--- config.mk ---
export PLATFORM = sky130hd
export DESIGN_NAME = pc_fetch_ctrl
export DESIGN_NICKNAME = d
export VERILOG_FILES = /design/src/rtl/pc_fetch_ctrl.sv
export SDC_FILE = /design/constraint.sdc
export NUM_CORES = 1
export LEC_CHECK = 0
export ABC_AREA = 0
export ABC_CLOCK_PERIOD_IN_PS = 1800
export BUFFER_PORTS_ARGS = -buffer_cell sky130_fd_sc_hd__buf_2
export CORE_UTILIZATION = 44
export CTS_BUF_LIST = sky130_fd_sc_hd__clkbuf_4
export DETAILED_ROUTE_END_ITERATION = 7
export GPL_TIMING_DRIVEN = 0
export PLACE_DENSITY = 0.85
export SETUP_SLACK_MARGIN = 0.3
export SYNTH_ARGS = -nofsm -noshare
export SYNTH_HDL_FRONTEND = slang
export SYNTH_SLANG_ARGS = --single-unit
--- constraint.sdc ---
create_clock -name clk -period 1.8 [get_ports clk]
set_clock_uncertainty 0.1 [all_clocks]
set_input_delay 0 -clock clk [delete_from_list [all_inputs] [get_ports clk]]
set_output_delay 0 -clock clk [all_outputs]
set_load 0.02 [all_outputs]
--- src/rtl/pc_fetch_ctrl.sv ---
// pc_fetch_ctrl
//   Fetch-side PC sequencer driven by the EX-stage branch unit and the hazard
//   unit. Owns the architectural PC and advances it by +4, holds it on a
//   load-use stall, redirects it on a taken branch/jump, and freezes it on halt.
//   Raises the IF/ID and ID/EX flush strobes that kill wrong-path instructions.
//
// Ports
//   clk          in   rising-edge clock
//   reset        in   asynchronous reset, active-high
//   PcSel        in   redirect request (taken branch or jump)
//   BrPC         in   redirect target, meaningful when PcSel=1
//   Halt         in   halt request from the EX-stage instruction
//   Stall        in   load-use stall, hold PC
//   Cur_PC       out  current fetch address (registered)
//   IfId_Flush   out  zero the IF/ID register this cycle
//   IdEx_Flush   out  zero the ID/EX register this cycle
//   Halted       out  core halted, sticky until reset
//   Target_Err   out  sticky: redirect target misaligned or out of range
//   Redirect_Cnt out  accepted redirects, saturating
module pc_fetch_ctrl #(
  parameter int unsigned     PC_W      = 9,
  parameter logic [PC_W-1:0] RESET_PC  = '0,
  parameter int unsigned     FLUSH_CYC = 1,
  parameter int unsigned     CNT_W     = 16
) (
  input  logic             clk,
  input  logic             reset,
  input  logic             PcSel,
  input  logic [31:0]      BrPC,
  input  logic             Halt,
  input  logic             Stall,
  output logic [PC_W-1:0]  Cur_PC,
  output logic             IfId_Flush,
  output logic             IdEx_Flush,
  output logic             Halted,
  output logic             Target_Err,
  output logic [CNT_W-1:0] Redirect_Cnt
);

  typedef enum logic [1:0] {
    S_RUN,
    S_FLUSH,
    S_HALT
  } state_e;

  localparam logic [2:0] FCNT_RELOAD = 3'(FLUSH_CYC - 1);

  state_e           state_q, state_d;
  logic [2:0]       fcnt_q, fcnt_d;
  logic [PC_W-1:0]  pc_q, pc_d;
  logic             halted_q, halted_d;
  logic             terr_q, terr_d;
  logic [CNT_W-1:0] cnt_q, cnt_d;
  logic             ifid_flush, idex_flush;
  logic             good_tgt;

  // Target must be word aligned and fit inside the PC address space.
  assign good_tgt = (BrPC[1:0] == 2'b00) && ((BrPC >> PC_W) == 32'd0);

  always_comb begin
    state_d    = state_q;
    fcnt_d     = fcnt_q;
    pc_d       = pc_q;
    halted_d   = halted_q;
    terr_d     = terr_q;
    cnt_d      = cnt_q;
    ifid_flush = 1'b0;
    idex_flush = 1'b0;

    if (state_q == S_HALT) begin
      ifid_flush = 1'b1;
    end else begin
      // Bubble countdown; any event below may override the next state.
      if (state_q == S_FLUSH) begin
        ifid_flush = 1'b1;
        if (fcnt_q > 3'd1) begin
          fcnt_d = fcnt_q - 3'd1;
        end else begin
          fcnt_d  = '0;
          state_d = S_RUN;
        end
      end

      if (Halt) begin
        ifid_flush = 1'b1;
        idex_flush = 1'b1;
        halted_d   = 1'b1;
        state_d    = S_HALT;
      end else if (PcSel) begin
        // The redirecting instruction's younger neighbours are flushed even
        // when the target is bad; a stall in the same cycle is moot.
        ifid_flush = 1'b1;
        idex_flush = 1'b1;
        if (good_tgt) begin
          pc_d = BrPC[PC_W-1:0];
          if (cnt_q != '1) begin
            cnt_d = cnt_q + CNT_W'(1);
          end
          if (FLUSH_CYC > 1) begin
            state_d = S_FLUSH;
            fcnt_d  = FCNT_RELOAD;
          end else begin
            state_d = S_RUN;
          end
        end else begin
          terr_d   = 1'b1;
          halted_d = 1'b1;
          state_d  = S_HALT;
        end
      end else if (!Stall) begin
        pc_d = pc_q + PC_W'(4);
      end
    end
  end

  always_ff @(posedge clk or posedge reset) begin
    if (reset) begin
      state_q  <= S_RUN;
      fcnt_q   <= '0;
      pc_q     <= RESET_PC;
      halted_q <= 1'b0;
      terr_q   <= 1'b0;
      cnt_q    <= '0;
    end else begin
      state_q  <= state_d;
      fcnt_q   <= fcnt_d;
      pc_q     <= pc_d;
      halted_q <= halted_d;
      terr_q   <= terr_d;
      cnt_q    <= cnt_d;
    end
  end

  // Flush strobes are combinational from the inputs and must stay low in reset.
  assign IfId_Flush   = ifid_flush & ~reset;
  assign IdEx_Flush   = idex_flush & ~reset;
  assign Cur_PC       = pc_q;
  assign Halted       = halted_q;
  assign Target_Err   = terr_q;
  assign Redirect_Cnt = cnt_q;

endmodule

; ---- Yosys cells after proc, flatten, opt, wreduce, memory -nomap -nowiden
; Index checks and enable logic that the tools add are counted.
[word_totals]
reg_bits = 32
input_bits = 37
[op_classes]
n_bitwise = 6
addsub = 3
magnitude_cmp = 1
mux = 19
eq_ne = 7
reduce_logical = 11
[ops]
columns = operator, count
row1 = $logic_not 32->1, 1
row2 = $mux 9, 3
row3 = $add 16x1->16 const B, 1
row4 = $ne 16x16->1 const B, 1
row5 = $mux 1, 10
row6 = $mux 2, 5
row7 = $add 9x3->9 const B, 1
row8 = $reduce_and 4->1, 2
row9 = $reduce_and 3->1, 2
row10 = $reduce_and 5->1, 1
row11 = $ne 2x2->1 const B, 2
row12 = $not 1->1, 4
row13 = $gt 3x1->1 const B, 1
row14 = $mux 3, 1
row15 = $ne 3x3->1 const B, 1
row16 = $reduce_bool 3->1, 1
row17 = $sub 3x1->3 const B, 1
row18 = $and 1x1->1, 2
row19 = $eq 2x1->1 const B, 1
row20 = $eq 2x2->1 const B, 1
row21 = $logic_not 2->1, 1
row22 = $ne 2x1->1 const B, 1
row23 = $reduce_and 2->1, 1
row24 = $reduce_bool 2->1, 1
row25 = $logic_and 1x1->1, 1

; ---- Logic depth before layout (Yosys ltp)
; Gate-level depths: netlist (run 1).
[depth]
word_depth = 6
mapped_depth = 6
mapped_depth_nobuf = 6

; ---- Least setup slack after synthesis (run 1)
; OpenSTA, ideal clock, no wires.
[synth_path]
kind = reg-to-reg
start = reg cnt_q[0], in the netlist Redirect_Cnt[0]
end = reg cnt_q[14], in the netlist Redirect_Cnt[14]
setup_time_ns = 0.129
synth_period_minus_slack_ns = 2.009
t_arrival_ns = 1.780
path_buffers = 0
path_slack_ns = -0.209
stages_incl_launch_ff = 7
cell_sequence = dfrtp_1 -> ha_1 -> and4_1 -> and4bb_2 -> nor4_4 -> nand4_1 -> xnor2_1
[synth_via]
elab_chain_cells = 2
word_cells_on_any_way = 3
[synth_rtl]
columns = item, line
row1 = "start, declared", 53  ; logic [CNT_W-1:0] cnt_q, cnt_d;
row2 = "start signal, assigned", 130  ; cnt_q <= cnt_d;
row3 = branches (longest 2 deep; another with $add 16x1->16), -
; Several ways; the timed one is not identified.
; A chain may end at the register's enable or synchronous reset.

; ---- Worst setup path after layout (run 1)
[layout_path]
start = reg cnt_q[0], in the netlist Redirect_Cnt[0]
end = reg cnt_q[13], in the netlist Redirect_Cnt[13]
; Same word-level chain as after synthesis.

==> metrics, run 1 <==
status=finished, violations left; failing checks=negative setup slack; Synth Flop Type=dfrtp_1; Mapped Cells=145; GRT Overall Usage=0.241; vias in the first global route=about 1500; layout cells sized above 1=0.544; Final min period=between 1.5 and 2 ns; number of synthesized flops with an enable pin=0; hpwl dp=2730 um; Worst Path Max Fanout=5; CTS H-tree lvls=1; CTS Buf Count=3; most common cell in the synthesized netlist=dfrtp_1; crit path launch type=flop; DR WL/cell=15.9 um; gr ovfl total=0; post-synthesis register bit count=28; Synth top cells by count=dfrtp_1, xnor2_1, nand3_1, nor2_1; Unique masters post-synth=39; Mapped Area=0.00156 sq mm; NetSw=256 uW; RSZ-0062 raised after global routing=yes; sequential share of power=0.619; WP data required=1.91 ns; Sw Share=0.248; mean post-synth cell area=roughly 11 sq um; clk root buf=clkbuf_4; Pre-antenna DRT Iters=7; Comb power frac=0.133; clock buffer depth=2; Die ar.=0.00378 sq mm; number of buffers and inverters on the critical path=0; # port buffers=64; starting DRC count in detailed routing=80; crit end category=flop; Final setup viols=7; critical path's top delay family=simple AND/OR/NAND/NOR gates; clock latency on the worst-skew pair=0.31 ns; Fin. Hold Viols=0; final instance area=0.00242 sq mm; PwrDens=428 mW/mm^2; internal power=roughly 800 uW; global-route wire length before repair=~6800 um; IO Pins=between 60 and 70; Leak=between 0.001 and 0.0015 uW; Seq/Total Area, Yosys=0.450; Final Cycle Share=1.02; Clk pwr share=0.249; Crit path arrival time=1.94 ns; asr flop ratio synth=1.00; Post-Place Setup Slack=-0.230 ns; Util after Layout=0.719; layout net count=281; routability cong.=0.863; slowest cell on the critical path=dfrtp_2; FP Rows=21; post-DR vias/cell=around 5.6; Clock transition at path regs=around 0.15 ns; CTS sink cnt=28; # placed instances=~260; Synth top area share=0.450; Peak Freq=546 MHz; # DRC=0; top cells by area, synth=dfrtp_1, xnor2_1, nor4_4; yosys warns=0; WS Path Type=reg2reg; drt total wl=4550 um; CORE AREA=0.00336 sq mm; Placed Area=0.00198 sq mm; CP cell instances=ha_4, and4_1, and4bb_4, nor3_4, nand4_1, xnor2_1; syn_nets=184; # diodes=0; Worst Hold Class=in2reg; Fill cells=247; measured slew at the worst slew-check pin=~0.6 ns; initial core utilization=0.463; Die W=~62 um; Finished Layout Cells=287; Slew Limit Fails=0; # Max-Cap Violations=0; Die Y=61.5 um; largest net degree at the start of global routing=29; worst relative slew slack=0.597; Area growth syn-to-layout=55.3%; Final Power=1030 uW; crit-path max cell delay=0.46 ns; setup ws final=-0.0314 ns; Peak VDD IR=184 uV; CTS tree=done; initial antenna violation count=0; vias=1605; largest area contributor in the synthesized netlist=dfrtp_1; post-route ant nets=0
==> stage by stage <==
stage / setup TNS [ns] / hold slack [ns]
after floorplan: 0 / -0.0348
after global placement: -0.342 / 0.157
after detailed placement: -0.652 / 0.166
after CTS: -0.141 / 0.0518
after global routing: -0.946 / 0.0843
final: -0.132 / 0.0664
==> repair_timing <==
item | in CTS | in global routing
endpoints found under the hold margin | 35 | 0
pin swaps | 19 | 16
setup buffers | 16 | 3
hold buffers | 9 | 0
cloned | 0 | 0
resized for setup | 15 | 26
setup endpoints to repair | 22 | 28
==> worst paths after layout <==
path	start	endpoint	depth (start not counted)	slack, ns
worst max-delay path	Redirect_Cnt[0]	Redirect_Cnt[13]	6	-0.03
worst min-delay path	BrPC[18]	Redirect_Cnt[9]	6	0.07
worst max register to register	Redirect_Cnt[0]	Redirect_Cnt[13]	6	-0.03
worst min register to register	Redirect_Cnt[14]	Redirect_Cnt[14]	1	0.40
max in group asynchronous	reset	Redirect_Cnt[1]	3	1.01
min in group asynchronous	reset	Halted	3	0.21
==> final cells by class <==
type	count	area, sq um	share of cell area
Sequential cell	28	706	0.292
Buffer	2	8.76	0.00362
Timing Repair Buffer	92	586	0.242
Clock inverter	1	3.75	0.00155
Clock buffer	3	22.5	0.00931
Tap cell	46	57.6	0.0238
Inverter	4	18.8	0.00776
Multi-Input combinational cell	111	1020	0.420
==> metal layers <==
layer	up-vias	wire length [um]	track usage
li1	734	-	-
met5	-	0	0
met1	765	1850	0.308
met2	94	2350	0.425
met4	0	85	0.0794
met3	12	272	0.0273
==> flip-flops by register name (all words and copies together), names as in the netlist <==
signal / count
Redirect_Cnt: 16
Cur_PC: 9
Halted: 1
Target_Err: 1
state_q: 1
==> worst register-to-register path: cells and delay by family (launching register included) <==
family,cells,cell delay (ns)
and+or+nand+nor,4,0.83
DFF,1,0.46
adders and majority gates,1,0.17
xor gates and xnor gates,1,0.17
==> cell usage in the layout (no fill, tap or decap), drive strengths merged, types with 3 or more instances in the layout <==
cell type / Yosys / layout
nor2b: 3 / 3
nand2: 7 / 7
xnor2: 14 / 14
o22ai: 3 / 3
buf: 0 / 83
o21ai: 4 / 4
a21oi: 5 / 5
inv: 4 / 3
nor2: 11 / 11
nand3: 11 / 11
and3: 3 / 3
dlygate4sd3: 0 / 9
clkbuf: 2 / 5
nor4: 8 / 8
mux2i: 3 / 3
dfrtp: 28 / 28
mux2: 3 / 3
nor3: 9 / 9
nand4: 8 / 8
==> kinds of logic after synthesis <==
logic type	after synthesis	synth area share
adders and majority gates	2	0.0161
muxes	6	0.0434
DFF	28	0.450
buffers and inverters	6	0.0145
AOI/OAI and AO/OA	20	0.0835
and+or+nand+nor	68	0.308
xor gates and xnor gates	15	0.0843
==> power by group through the flow <==
stage	Sequential (uW)	Clock, uW	Combinational (uW)
after CTS	640	267	129
final	640	257	137
after global placement	651	0	108
after detailed placement	652	0	111
after floorplan	658	0	38.7
after global routing	642	288	148
No activity file was read; power rests on OpenSTA's default activity.
==> inputs of run 2 (changes only) <==
BUFFER_PORTS_ARGS = unset   (was -buffer_cell sky130_fd_sc_hd__buf_2)
CORE_UTILIZATION = 59   (was 44)
DONT_BUFFER_PORTS = 1   (was unset)
PLACE_DENSITY = 0.86   (was 0.85)
==> metrics, run 2 (same netlist as run 1, synthesis figures left out) <==
# port buffers=0; Final setup viols=16; initial antenna violation count=0; slowest cell on the critical path=dfrtp_2; CTS Buf Count=3; routability cong.=0.847; clock latency on the worst-skew pair=0.35 ns; FP Rows=18; Die ar.=0.00285 sq mm; starting DRC count in detailed routing=58; WS Path Type=reg2reg; Die W=53.4 um; CTS tree=done; clock buffer depth=2; max reg flops=16; measured slew at the worst slew-check pin=1.09 ns; # Max-Cap Violations=0; largest net degree at the start of global routing=29; Fill cells=102; most frequent cells in the layout=dfrtp_1, xnor2_1, buf_4; GRT Overall Usage=0.315; Final min period=2.10 ns; Hold Slack=-0.0176 ns; DR WL/cell=24.3 um; crit-path max cell delay=0.52 ns; Worst Hold Class=in2reg; failing checks=negative hold slack, negative setup slack; hpwl dp=2470 um; Fin. Hold Viols=3; Peak Freq=~480 MHz; # placed instances=175; status=finished, violations left; crit end category=flop; Area growth syn-to-layout=38.0%; setup ws final=-0.300 ns; layout net count=220; vias=1438; post-DR vias/cell=6.85; IO Pins=66; Placed Area=about 0.0016 sq mm; # diodes=0; clk root buf=clkbuf_4; RSZ-0062 raised after global routing=yes; layout cells sized above 1=0.444; drt total wl=slightly above 5000 um; Crit path arrival time=2.26 ns; initial core utilization=0.629; # DRC=0; reg2reg start=Redirect_Cnt[1]; Worst Path Max Fanout=5; Util after Layout=0.868; hold_buf cts=10; CP cell instances=ha_4, and4_1, and4bb_4, nor4_4, nand3_1, xnor2_1; setup TNS=-2.49 ns; Die Y=53.4 um; Final Cycle Share=1.17; CTS H-tree lvls=1; worst relative slew slack=0.272; CORE AREA=0.00248 sq mm; most common cell after layout, fill and taps aside=dfrtp_1; Peak VDD IR=approximately 630 uV; global-route wire length before repair=6250 um; CP Launch Point=Redirect_Cnt[1]; PwrDens=just under 500 mW/mm^2; vias in the first global route=~1400; Slew Limit Fails=0; Leak=~0.00084 uW; post-route ant nets=0; Clock transition at path regs=0.16 ns; WP data required=1.96 ns; gr ovfl total=0; Hold Startpoint=BrPC[16]; Finished Layout Cells=210; CTS sink cnt=28; Pre-antenna DRT Iters=5; crit path launch type=flop; final instance area=0.00215 sq mm
[run 2: layout make-up]
type                       instances  area, sq um  share of cell area
buffer                             2         8.76             0.00407
timing repair buffer              31          292               0.136
clock buffer                       4         30.0              0.0140
multi-input combinational        111         1050               0.490
sequential                        28          714               0.332
inverter                           4         15.0             0.00698
tap                               30         37.5              0.0175
[run 2: report_power, final]
part	leakage [uW]	switching (uW)	internal, uW
sequential	0.000358	15.2	636
clock	0.0000184	205	102
combinational	0.000462	48.6	33.8
total	0.000839	269	772
[run 2: what timing repair did]
item                                   4_1_cts  5_1_grt
setup endpoints to repair                   23       25
gates resized for setup                     18       37
endpoints found under the hold margin       52        2
setup buffers                               12        9
pin swaps                                   10       27
gates cloned                                 0        0
[run 2: stage by stage]
step | total power [uW] | setup slack, ns
floorplan | 697 | 0.00977
finish | 1040 | -0.300
CTS | 1010 | -0.127
global placement | 704 | -0.104
global route | 1060 | -0.358
detailed placement | 707 | -0.131
[run 2: worst paths after layout]
path / end / slack (ns) / depth (start not counted)
max: Redirect_Cnt[10] / -0.30 / 6
min: Redirect_Cnt[8] / -0.02 / 5
max reg2reg: Redirect_Cnt[10] / -0.30 / 6
min reg2reg: Halted / 0.45 / 1
max in group asynchronous: Redirect_Cnt[0] / 0.48 / 2
min in group asynchronous: Cur_PC[1] / 0.39 / 2
[run 2: per-layer routing]
layer,vias to the layer above,share of wire,global-route usage,wire length [um]
met2,136,0.50,0.585,2580
met1,678,0.37,0.337,1870
li1,604,-,-,-
met3,20,0.091,0.0690,466
met5,-,0,0,0
met4,0,0.038,0.127,194
[run 2: worst max-delay path: cells and delay by family (launching register included)]
family / cells / cell delay (ns)
DFF: 1 / 0.52
xor gates and xnor gates: 1 / 0.23
adders and majority gates: 1 / 0.19
and+or+nand+nor: 4 / 0.97
